--- src/rtl/spmm_row_sched.sv ---
// spmm_row_sched: row-wise Gustavson scheduler for the CSR sparse matrix multiply.
// Walks each row of A and each nonzero in it, then each entry of the matching
// B row, and issues one (a_idx, b_idx, row, col) product request per accepted
// valid/ready handshake.
// Optional feature macro: SPMM_SCHED_STATS_EN adds prod_count_o, a count of
// accepted handshakes that clears on start.
module spmm_row_sched #(
  parameter int unsigned idx_width_param    = 4,
  parameter int unsigned max_elements_param = 16
) (
  input  logic                                                    clk_i,
  input  logic                                                    rst_ni,
  input  logic                                                    start_i,
  input  logic [idx_width_param-1:0]                              rows_A_i,
  input  logic [idx_width_param-1:0]                              rows_B_i,
  input  logic [0:max_elements_param-1][idx_width_param-1:0]      RPA_i,
  input  logic [0:max_elements_param-1][idx_width_param-1:0]      CIA_i,
  input  logic [0:max_elements_param-1][idx_width_param-1:0]      RPB_i,
  input  logic [0:max_elements_param-1][idx_width_param-1:0]      CIB_i,
  output logic                                                    issue_valid_o,
  input  logic                                                    issue_ready_i,
  output logic [idx_width_param-1:0]                              issue_a_idx_o,
  output logic [idx_width_param-1:0]                              issue_b_idx_o,
  output logic [idx_width_param-1:0]                              issue_row_o,
  output logic [idx_width_param-1:0]                              issue_col_o,
  output logic                                                    issue_last_o,
  output logic                                                    row_done_o,
  output logic [idx_width_param-1:0]                              row_done_idx_o,
  output logic                                                    busy_o,
  output logic                                                    done_o,
  output logic                                                    err_o
`ifdef SPMM_SCHED_STATS_EN
  ,
  output logic [2*idx_width_param-1:0]                            prod_count_o
`endif
);

  localparam int unsigned W  = idx_width_param;
  localparam int unsigned AW = (max_elements_param > 1) ? $clog2(max_elements_param) : 1;
  localparam int unsigned CW = 2 * idx_width_param;

  typedef logic [0:max_elements_param-1][W-1:0] csr_arr_t;

  typedef enum logic [2:0] {
    S_IDLE,
    S_ROW,
    S_AFETCH,
    S_ISSUE,
    S_ROW_END,
    S_DONE
  } state_t;

  // Read one CSR array entry addressed by an index-width value.
  function automatic logic [W-1:0] rd(input csr_arr_t arr, input logic [W-1:0] idx);
    return arr[AW'(idx)];
  endfunction

  state_t         r_state;
  state_t         w_state_nxt;
  logic [W-1:0]   r_rows_a, r_rows_b, r_row;
  logic [W-1:0]   r_a_ptr, r_a_end, r_b_ptr, r_b_end;
  logic           r_err;
  logic [W-1:0]   w_rows_a_nxt, w_rows_b_nxt, w_row_nxt;
  logic [W-1:0]   w_a_ptr_nxt, w_a_end_nxt, w_b_ptr_nxt, w_b_end_nxt;
  logic           w_err_nxt;

  logic [W-1:0]   w_a_inc, w_b_inc, w_row_inc;
  logic [W-1:0]   w_rpa_lo, w_rpa_hi, w_k, w_rpb_lo, w_rpb_hi;
  logic           w_fire;

  logic           w_valid_nxt, w_last_nxt, w_row_done_nxt;

  logic           r_issue_valid, r_issue_last, r_row_done, r_busy, r_done;
  logic [W-1:0]   r_issue_a, r_issue_b, r_issue_row, r_issue_col, r_row_done_idx;

  // Pointer increments and CSR lookups for the current state.
  assign w_a_inc   = r_a_ptr + W'(1);
  assign w_b_inc   = r_b_ptr + W'(1);
  assign w_row_inc = r_row + W'(1);
  assign w_rpa_lo  = rd(RPA_i, r_row);
  assign w_rpa_hi  = rd(RPA_i, w_row_inc);
  assign w_k       = rd(CIA_i, r_a_ptr);
  assign w_rpb_lo  = rd(RPB_i, w_k);
  assign w_rpb_hi  = rd(RPB_i, w_k + W'(1));
  assign w_fire    = (r_state == S_ISSUE) && issue_ready_i;

  // Next-state and datapath-register update logic.
  always_comb begin
    w_state_nxt  = r_state;
    w_rows_a_nxt = r_rows_a;
    w_rows_b_nxt = r_rows_b;
    w_row_nxt    = r_row;
    w_a_ptr_nxt  = r_a_ptr;
    w_a_end_nxt  = r_a_end;
    w_b_ptr_nxt  = r_b_ptr;
    w_b_end_nxt  = r_b_end;
    w_err_nxt    = r_err;
    unique case (r_state)
      S_IDLE: begin
        if (start_i) begin
          w_rows_a_nxt = rows_A_i;
          w_rows_b_nxt = rows_B_i;
          w_row_nxt    = '0;
          w_err_nxt    = 1'b0;
          w_state_nxt  = (rows_A_i == '0) ? S_DONE : S_ROW;
        end
      end
      S_ROW: begin
        w_a_ptr_nxt = w_rpa_lo;
        w_a_end_nxt = w_rpa_hi;
        if (w_rpa_hi < w_rpa_lo) begin
          w_err_nxt   = 1'b1;
          w_state_nxt = S_DONE;
        end else if (w_rpa_hi == w_rpa_lo) begin
          w_state_nxt = S_ROW_END;
        end else begin
          w_state_nxt = S_AFETCH;
        end
      end
      S_AFETCH: begin
        if ((w_k >= r_rows_b) || (w_rpb_hi < w_rpb_lo)) begin
          w_err_nxt   = 1'b1;
          w_state_nxt = S_DONE;
        end else begin
          w_b_ptr_nxt = w_rpb_lo;
          w_b_end_nxt = w_rpb_hi;
          if (w_rpb_hi == w_rpb_lo) begin
            w_a_ptr_nxt = w_a_inc;
            w_state_nxt = (w_a_inc == r_a_end) ? S_ROW_END : S_AFETCH;
          end else begin
            w_state_nxt = S_ISSUE;
          end
        end
      end
      S_ISSUE: begin
        if (w_fire) begin
          w_b_ptr_nxt = w_b_inc;
          if (w_b_inc == r_b_end) begin
            w_a_ptr_nxt = w_a_inc;
            w_state_nxt = (w_a_inc == r_a_end) ? S_ROW_END : S_AFETCH;
          end
        end
      end
      S_ROW_END: begin
        if (w_row_inc == r_rows_a) begin
          w_state_nxt = S_DONE;
        end else begin
          w_row_nxt   = w_row_inc;
          w_state_nxt = S_ROW;
        end
      end
      S_DONE:  w_state_nxt = S_IDLE;
      default: w_state_nxt = S_IDLE;
    endcase
  end

  // Output values for the coming cycle, derived from the next state.
  assign w_valid_nxt    = (w_state_nxt == S_ISSUE);
  assign w_last_nxt     = w_valid_nxt && ((w_b_ptr_nxt + W'(1)) == w_b_end_nxt)
                                      && ((w_a_ptr_nxt + W'(1)) == w_a_end_nxt);
  assign w_row_done_nxt = (w_state_nxt == S_ROW_END);

  // State register.
  always_ff @(posedge clk_i or negedge rst_ni) begin
    if (!rst_ni) r_state <= S_IDLE;
    else         r_state <= w_state_nxt;
  end

  // Captured row counts, row index, A/B pointers and sticky error.
  always_ff @(posedge clk_i or negedge rst_ni) begin
    if (!rst_ni) begin
      r_rows_a <= '0;
      r_rows_b <= '0;
      r_row    <= '0;
      r_a_ptr  <= '0;
      r_a_end  <= '0;
      r_b_ptr  <= '0;
      r_b_end  <= '0;
      r_err    <= 1'b0;
    end else begin
      r_rows_a <= w_rows_a_nxt;
      r_rows_b <= w_rows_b_nxt;
      r_row    <= w_row_nxt;
      r_a_ptr  <= w_a_ptr_nxt;
      r_a_end  <= w_a_end_nxt;
      r_b_ptr  <= w_b_ptr_nxt;
      r_b_end  <= w_b_end_nxt;
      r_err    <= w_err_nxt;
    end
  end

  // Registered outputs; issue fields stay put during stalls since pointers hold.
  always_ff @(posedge clk_i or negedge rst_ni) begin
    if (!rst_ni) begin
      r_issue_valid  <= 1'b0;
      r_issue_a      <= '0;
      r_issue_b      <= '0;
      r_issue_row    <= '0;
      r_issue_col    <= '0;
      r_issue_last   <= 1'b0;
      r_row_done     <= 1'b0;
      r_row_done_idx <= '0;
      r_busy         <= 1'b0;
      r_done         <= 1'b0;
    end else begin
      r_issue_valid  <= w_valid_nxt;
      r_issue_a      <= w_valid_nxt ? w_a_ptr_nxt : '0;
      r_issue_b      <= w_valid_nxt ? w_b_ptr_nxt : '0;
      r_issue_row    <= w_valid_nxt ? w_row_nxt : '0;
      r_issue_col    <= w_valid_nxt ? rd(CIB_i, w_b_ptr_nxt) : '0;
      r_issue_last   <= w_last_nxt;
      r_row_done     <= w_row_done_nxt;
      r_row_done_idx <= w_row_done_nxt ? w_row_nxt : '0;
      r_busy         <= (w_state_nxt != S_IDLE);
      r_done         <= (w_state_nxt == S_DONE);
    end
  end

  assign issue_valid_o  = r_issue_valid;
  assign issue_a_idx_o  = r_issue_a;
  assign issue_b_idx_o  = r_issue_b;
  assign issue_row_o    = r_issue_row;
  assign issue_col_o    = r_issue_col;
  assign issue_last_o   = r_issue_last;
  assign row_done_o     = r_row_done;
  assign row_done_idx_o = r_row_done_idx;
  assign busy_o         = r_busy;
  assign done_o         = r_done;
  assign err_o          = r_err;

`ifdef SPMM_SCHED_STATS_EN
  logic [CW-1:0] r_prod_count;

  // Accepted-handshake counter; cleared on start, held after DONE.
  always_ff @(posedge clk_i or negedge rst_ni) begin
    if (!rst_ni)                              r_prod_count <= '0;
    else if ((r_state == S_IDLE) && start_i)  r_prod_count <= '0;
    else if (w_fire)                          r_prod_count <= r_prod_count + CW'(1);
  end

  assign prod_count_o = r_prod_count;
`endif

endmodule

--- config.mk ---
export PLATFORM = sky130hd
export DESIGN_NAME = spmm_row_sched
export DESIGN_NICKNAME = d
export VERILOG_FILES = /design/src/rtl/spmm_row_sched.sv
export SDC_FILE = /design/constraint.sdc
export NUM_CORES = 1
export LEC_CHECK = 0
export BUFFER_PORTS_ARGS = -buffer_cell sky130_fd_sc_hd__buf_2
export CAP_MARGIN = 15
export CORE_AREA = 2 2 114 116
export CTS_CLUSTER_DIAMETER = 120
export DETAILED_ROUTE_END_ITERATION = 10
export DIE_AREA = 0 0 116 118
export PLACE_DENSITY = 0.91
export SLEW_MARGIN = 20
export SYNTH_ARGS = -nofsm -noshare
export SYNTH_HDL_FRONTEND = slang
export SYNTH_SLANG_ARGS = --single-unit
--- constraint.sdc ---
create_clock -name clk_i -period 20.9 [get_ports clk_i]
set_input_delay 3.135 -clock clk_i [delete_from_list [all_inputs] [get_ports clk_i]]
set_output_delay 3.135 -clock clk_i [all_outputs]
set_load 0.01 [all_outputs]
Word-level counts from Yosys, hierarchy flattened:

Index checks and enable logic that the tools add are counted.

* register bits: 57
* bits in latches: 0
* bits in writable memories: 0
* bits in read-only memories: 0
* bits of input ports: 268
* output and inout port bits: 26
* logic and storage cells: 119
* memories: 0

* $add $sub $neg: 6
* multipliers: 0
* div/mod/pow operators: 0
* magnitude comparators: 9
* equality and inequality tests: 17
* shifts and indexed selects: 0
* mux-type cells: 52
* bitwise logic cells: 6
* reductions and logical operators: 10

Operators by type and width (count)
* two-way mux 4 bit: 28
* binary-select mux 4 bit (select 4 bit): 6
* >= comparator 5 bit (second input constant): 6
* two-way mux 3 bit: 10
* NOT 4 -> 5 bit: 6
* equality test 4 bit: 7
* adder 4 x 1 -> 4 bit (second input constant): 6
* case mux 4 bit (2 select lines): 2
* case mux 3 bit (5 select lines): 1
* case mux 4 bit (3 select lines): 1
* equality test 3 x 2 -> 1 bit (second input constant): 3
* equality test 3 bit (second input constant): 3
* < comparator 4 bit: 2
* inequality test 2 bit (second input constant): 3
* nonzero test 3 bit: 2
* >= comparator 4 bit: 1
* logical NOT 4 bit: 1
* AND reduction 4 bit: 1
* equality test 3 x 1 -> 1 bit (second input constant): 1
* logical AND 1 bit: 3
* logical NOT 3 bit: 1
* two-way mux 1 bit: 3
* case mux 1 bit (3 select lines): 1
* AND reduction 2 bit: 1
* logical OR 1 bit: 1

Depth between registers and ports, before layout:

* depth after elaboration: 18
* mapped depth: 35

Worst setup path after synthesis:

No wires, ideal clock.

* kind: input to register
* start: input CIA_i[0] in the netlist's numbering
* end: register r_issue_last (netlist: issue_last_o)
* library setup time: 0.111 ns
* arrival: 9.579 ns
* path slack: 11.209 ns
* cell stages on the path: 31
* cell sequence: mux4_2 mux2i_1 mux2_4 inv_2 buf_2 buf_4 buf_2 ha_1 clkbuf_1 clkbuf_1 mux4_2 mux2_2 o21ai_0 inv_1 ha_1 nor2b_1 o21a_1 o21ai_0 a221oi_1 o21ai_0 nand2_1 o21ai_0 a311oi_1 buf_4 buf_2 inv_1 ha_1 xor2_1 a21oi_1 o2111ai_1 a2111oi_2

* longest elaborated chain between the ends: 16
* elaborated cells on any way between the ends: 33
* classes of those cells: add/sub (3); order compare (2); eq/ne (4); mux (19); bitwise (2); reduce/logical (3)

RTL lines
* from (decl): line 17 `input logic [0:max_elements_param-1][idx_width_param-1:0] CIA_i,`
* binary-select mux 4 bit (select 4 bit) (*): line 55 `return arr[AW'(idx)];`
* two-way mux 4 bit (not written as such) (*) (2 in a row): line 55
* adder 4 x 1 -> 4 bit: line 84 `assign w_rpb_hi = rd(RPB_i, w_k + W'(1));`
* NOT 4 -> 5 bit (not written as such): line 55
* binary-select mux 4 bit (select 4 bit): line 55
* two-way mux 4 bit (not written as such) (2 in a row): line 55
* < comparator 4 bit: line 121 `if ((w_k >= r_rows_b) || (w_rpb_hi < w_rpb_lo)) begin`
* logical OR 1 bit: line 121
* two-way mux 4 bit (*): line 121
* case mux 4 bit (2 select lines) (*): line 98 `unique case (r_state)`
* named net w_b_ptr_nxt[1]: line 64 `logic [W-1:0] w_a_ptr_nxt, w_a_end_nxt, w_b_ptr_nxt, w_b_end_nxt;`
* adder 4 x 1 -> 4 bit (*): line 159 `assign w_last_nxt = w_valid_nxt && ((w_b_ptr_nxt + W'(1)) == w_b_end_nxt)`
* equality test 4 bit (*): line 159
* logical AND 1 bit (*): line 159
* logical AND 1 bit (*): line 160 `&& ((w_a_ptr_nxt + W'(1)) == w_a_end_nxt);`
* named net w_last_nxt: line 71 `logic w_valid_nxt, w_last_nxt, w_row_done_nxt;`
* to (signal assigned): line 211 `r_issue_last <= w_last_nxt;`
* to (decl): line 73 `logic r_issue_valid, r_issue_last, r_row_done, r_busy, r_done;`

Mark *: on every way through the listed nets, which the timed path passes. The rest lies on a longest branch. The select of a mux whose other input is x is not followed.
A chain may end at the register's enable or synchronous reset.

Final worst setup path:

* start: input CIA_i[9] in the netlist's numbering
* end: register r_issue_last (netlist: issue_last_o)

Same word-level chain as after synthesis.

==> reports/qor.txt <==
TIMING
------------------------------------------------------------------------------------------
Final TNS setup .............................................................         0 ns
Min cycle time layout .......................................................     10.19 ns
Final setup violation count .................................................            0
Worst-Margin Slew ...........................................................      1.03 ns
Maximum clock rate ..........................................................     98.1 MHz
Tcrit/Tclk final ............................................................        0.488
Final clock skew ............................................................   0.00835 ns
Final hold violation count ..................................................            0
RSZ-0062 raised after global routing ........................................        false
Worst slew margin ...........................................................        0.315
Max-slew violation count ....................................................            0
Hold slack ..................................................................     0.492 ns

CLOCKING
------------------------------------------------------------------------------------------
Number of hold buffers added after cts ......................................            0
Worst-path clk slew .........................................................      0.05 ns
Maximum buffer depth of the clock tree ......................................            2
CTS tree ....................................................................          yes
Number of buffers created by CTS ............................................            9
Level count of the clock H-tree .............................................            3
Number of cells upsized or downsized after cts ..............................            0
Clock latency on the worst-skew pair ........................................      0.32 ns
Post-CTS Setup Inserts ......................................................            0
Root buf cell ...............................................................    clkbuf_16
Clock sinks .................................................................           57

WORST SETUP PATH
------------------------------------------------------------------------------------------
Startpoint type of the worst setup path .....................................   input port
Worst EP required ...........................................................     21.12 ns
FF-to-FF End ................................................................ issue_last_o$_DFF_PN0_
Element type at the critical path end .......................................     register
Class of the most critical setup path ....................................... input port to register
Cells on worst reg2reg path .................................................           26
Worst path max stage delay ..................................................      0.85 ns
Cell occurring most often along the worst timing path .......................      o21ai_0
Number of buffers and inverters on the critical path ........................            5
Launching point of the worst reg2reg path ................................... r_a_ptr[0]$_DFF_PN0_
CP arrival ..................................................................     10.41 ns
Minimum setup slack among reg-to-reg paths ..................................     12.79 ns
Top delay family on crit path ............................................... compound AO/OA/AOI/OAI gates
Critical Path Slowest Stage Cell ............................................         ha_1
Crit Path Max Fanout ........................................................           35

POWER AND IR DROP
------------------------------------------------------------------------------------------
Sw Share ....................................................................        0.493
Leakage .....................................................................      4.02 nW
Share of total power in combinational logic .................................        0.785
Internal power ..............................................................       836 uW
Max VDD drop ................................................................       108 uV
Share of total power in sequential cells ....................................        0.124
Part of the total power dissipated in the clock network .....................        0.091
Total power density per cell area ...........................................   198 mW/mm2
Psw .........................................................................       812 uW

SYNTH
------------------------------------------------------------------------------------------
Most area-consuming cells after synthesis ................................... dfrtp_1 22%, mux4_2 22%, mux2i_1 15%, nand2_1 3.8%, ha_1 3.5%
Library cell with the highest instance count after synthesis ................      mux2i_1
Share of the yosys chip area belonging to registers .........................        0.220
Mux contribution to synthesized area ........................................        0.404
Number of enable-type register cells in the synthesized netlist .............            0
Top cell type's share of synthesized area ...................................        0.220
Total number of yosys warnings ..............................................            0
Fraction of the mapped netlist area in simple logic gates ...................        0.117
Cell taking the most area after synthesis ...................................      dfrtp_1
Synth Register Bits .........................................................           57
Async set or reset register ratio after synthesis ...........................         1.00
Syn Area/Cell ...............................................................     10.0 um2
Share of synthesized cell area in full adder, half adder and majority cells .       0.0347
Main synth FF type ..........................................................      dfrtp_1
Xor and xnor area share after synthesis .....................................       0.0444
Gate count of the mapped netlist ............................................          646
Combinational family with the most area after synthesis ..................... multiplexers
Post-Synthesis Net Count ....................................................          932
Most common library cells after synthesis ................................... 97 x mux2i_1, 65 x nand2_1, 62 x mux4_2, 57 x dfrtp_1, 35 x nor2_1
Area fraction in compound gates after synthesis .............................        0.126
Number of library cell types mapped by synthesis ............................           62
Syn Std Cell Area ...........................................................  0.00649 mm2

FLOORPLAN
------------------------------------------------------------------------------------------
Starting Density ............................................................        0.523
Die height ..................................................................       118 um
Placeable core region .......................................................   0.0124 mm2
Overall die area ............................................................   0.0137 mm2
IO Count ....................................................................          294
Die outline width ...........................................................       116 um
FP Rows .....................................................................           41

FINISH
------------------------------------------------------------------------------------------
Final layout net count ......................................................        1,197
Layout overhead on the synthesized area .....................................        28.2%
# fillers ...................................................................          984
Layout cells sized above 1 ..................................................        0.445

WORST HOLD PATH
------------------------------------------------------------------------------------------
Min-delay worst type ........................................................ register to register
Launch instance of the worst min-delay path ................................. err_o$_DFFE_PN0P_
Hold Path Cell Cnt ..........................................................            2
Hold endpoint ............................................................... err_o$_DFFE_PN0P_

PLACEMENT
------------------------------------------------------------------------------------------
Final HPWL DP ...............................................................    16,200 um
I/O Buffers .................................................................          293
Routability Congestion ......................................................        0.940

JOB
------------------------------------------------------------------------------------------
Max-capacitance violation count .............................................            0

ROUTING
------------------------------------------------------------------------------------------
Detailed-route vias per instance ............................................         5.98
Remaining antenna violation count ...........................................            0
Iteration count of the initial detailed-routing pass ........................            5
Iteration-0 DRC count of the detailed router ................................          627
Total Wirelength ............................................................    20,300 um
Avg WL per Cell .............................................................      18.7 um
Total vias in the final route ...............................................        6,510
Remaining DRCs ..............................................................            0

GLOBAL ROUTE
------------------------------------------------------------------------------------------
Global-route wire length before repair ......................................    32,300 um
Congestion Overflow GR ......................................................            0
Via count of the first global-routing pass ..................................        6,674
Pin count of the biggest net entering global routing ........................           58
Initial antenna violation count .............................................            1
Global-route usage over all layers ..........................................        0.297

OUTCOME
------------------------------------------------------------------------------------------
Status ...................................................................... finished, final reports clean

[power by group through the flow]
stage / combinational, mW / sequential, mW / clock [mW]
6_report: 1.29 / 0.204 / 0.150
5_1_grt: 1.42 / 0.212 / 0.156
4_1_cts: 1.29 / 0.204 / 0.151
3_5_place_dp: 1.27 / 0.204 / 0
3_3_place_gp: 1.24 / 0.204 / 0
2_1_floorplan: 1.05 / 0.174 / 0
[cell families (layout without fill, tap and decap cells)]
kind of cell / count (synthesis) / in the layout
and+or+nand+nor: 163 / 163
other: 0 / 1
xor gates and xnor gates: 32 / 32
adders and majority gates: 18 / 18
muxes: 181 / 181
AOI/OAI and AO/OA: 119 / 119
buffers and inverters: 76 / 346
DFF: 57 / 57
[worst reg2reg max path, delay by kind of cell, from the launching register on]
kind | cells | cell delay (ns)
AOI/OAI and AO/OA | 11 | 2.72
adders and majority gates | 3 | 1.52
buffers and inverters | 5 | 1.42
muxes | 3 | 1.31
and+or+nand+nor | 3 | 0.60
DFF | 1 | 0.32
xor gates and xnor gates | 1 | 0.15
[area by class of cell]
cell class              count  area, um2  area share
multi-input cells         513       4740       0.570
repair buffers            298       1500       0.181
flip-flops and latches     57       1430       0.172
clock buffers              12        256      0.0308
well taps                 172        215      0.0259
inverters                  32        120      0.0144
clock inverters             4       51.3     0.00617
diodes                      1       2.50    0.000301
[flip-flops by register name, summed over array words and instances, names as in the netlist, 3 cells and up]
register,count
issue_a_idx_o,4
issue_b_idx_o,4
issue_col_o,4
issue_row_o,4
r_a_end,4
r_a_ptr,4
r_b_end,4
r_b_ptr,4
r_row,4
r_rows_a,4
r_rows_b,4
r_state,3
row_done_idx_o,4
[per-stage QoR]
step | power [mW] | util | instance area (um2) | setup WS, ns | cells
floorplan | 1.23 | - | 6490 | 11.21 | 646
global placement | 1.45 | 0.645 | 8010 | 10.70 | 1072
detailed placement | 1.48 | 0.645 | 8010 | 10.45 | 1072
CTS | 1.64 | 0.670 | 8320 | 10.77 | 1088
global route | 1.79 | 0.670 | 8320 | 10.06 | 1089
finish | 1.65 | 0.670 | 8320 | 10.71 | 1089
[how the worst max path moves through the flow]
| stage | from | endpoint | slack, ns | cells past startpoint |
|---|---|---|---|---|
| after floorplan | CIA_i[0] | issue_last_o$_DFF_PN0_ | 11.21 | 31 |
| after global placement | CIA_i[9] | issue_last_o$_DFF_PN0_ | 10.70 | 26 |
| after detailed placement | CIA_i[9] | issue_last_o$_DFF_PN0_ | 10.45 | 26 |
| after CTS | CIA_i[9] | issue_last_o$_DFF_PN0_ | 10.77 | 26 |
| after global routing | CIA_i[0] | issue_last_o$_DFF_PN0_ | 10.06 | 26 |
| final | CIA_i[9] | issue_last_o$_DFF_PN0_ | 10.71 | 26 |
[layer usage]
metal	routed length [um]	share of wire	track usage
met5	0	0	0
met3	1660	0.082	0.0463
met1	7770	0.38	0.366
met4	506	0.025	0.102
met2	10400	0.51	0.524
[cells in the final DEF, fill, tap and decap left out, types with 3 or more instances in the layout]
cell       instances
inv_2              3
o21ai_0           22
a22oi_1           10
nand3_1           13
a221oi_1           6
nand2_1           65
mux2i_1           97
a21o_1             4
nand2b_1           6
inv_1             28
mux4_2            62
clkbuf_16          9
o21ai_1            6
a21oi_1           20
nor3_1             9
nand3b_1           3
o221ai_1           8
a211oi_1           6
dfrtp_1           56
mux2_1             4
and2_1             5
xor2_1            14
o22ai_1            7
a31oi_1            4
o21a_1             3
buf_2            293
xnor2_1           17
buf_4              5
mux2_2            17
o211ai_1           3
nor2b_1           11
nand4_1            6
ha_1              18
nor2_1            35
(Power assumes the default switching activity.)
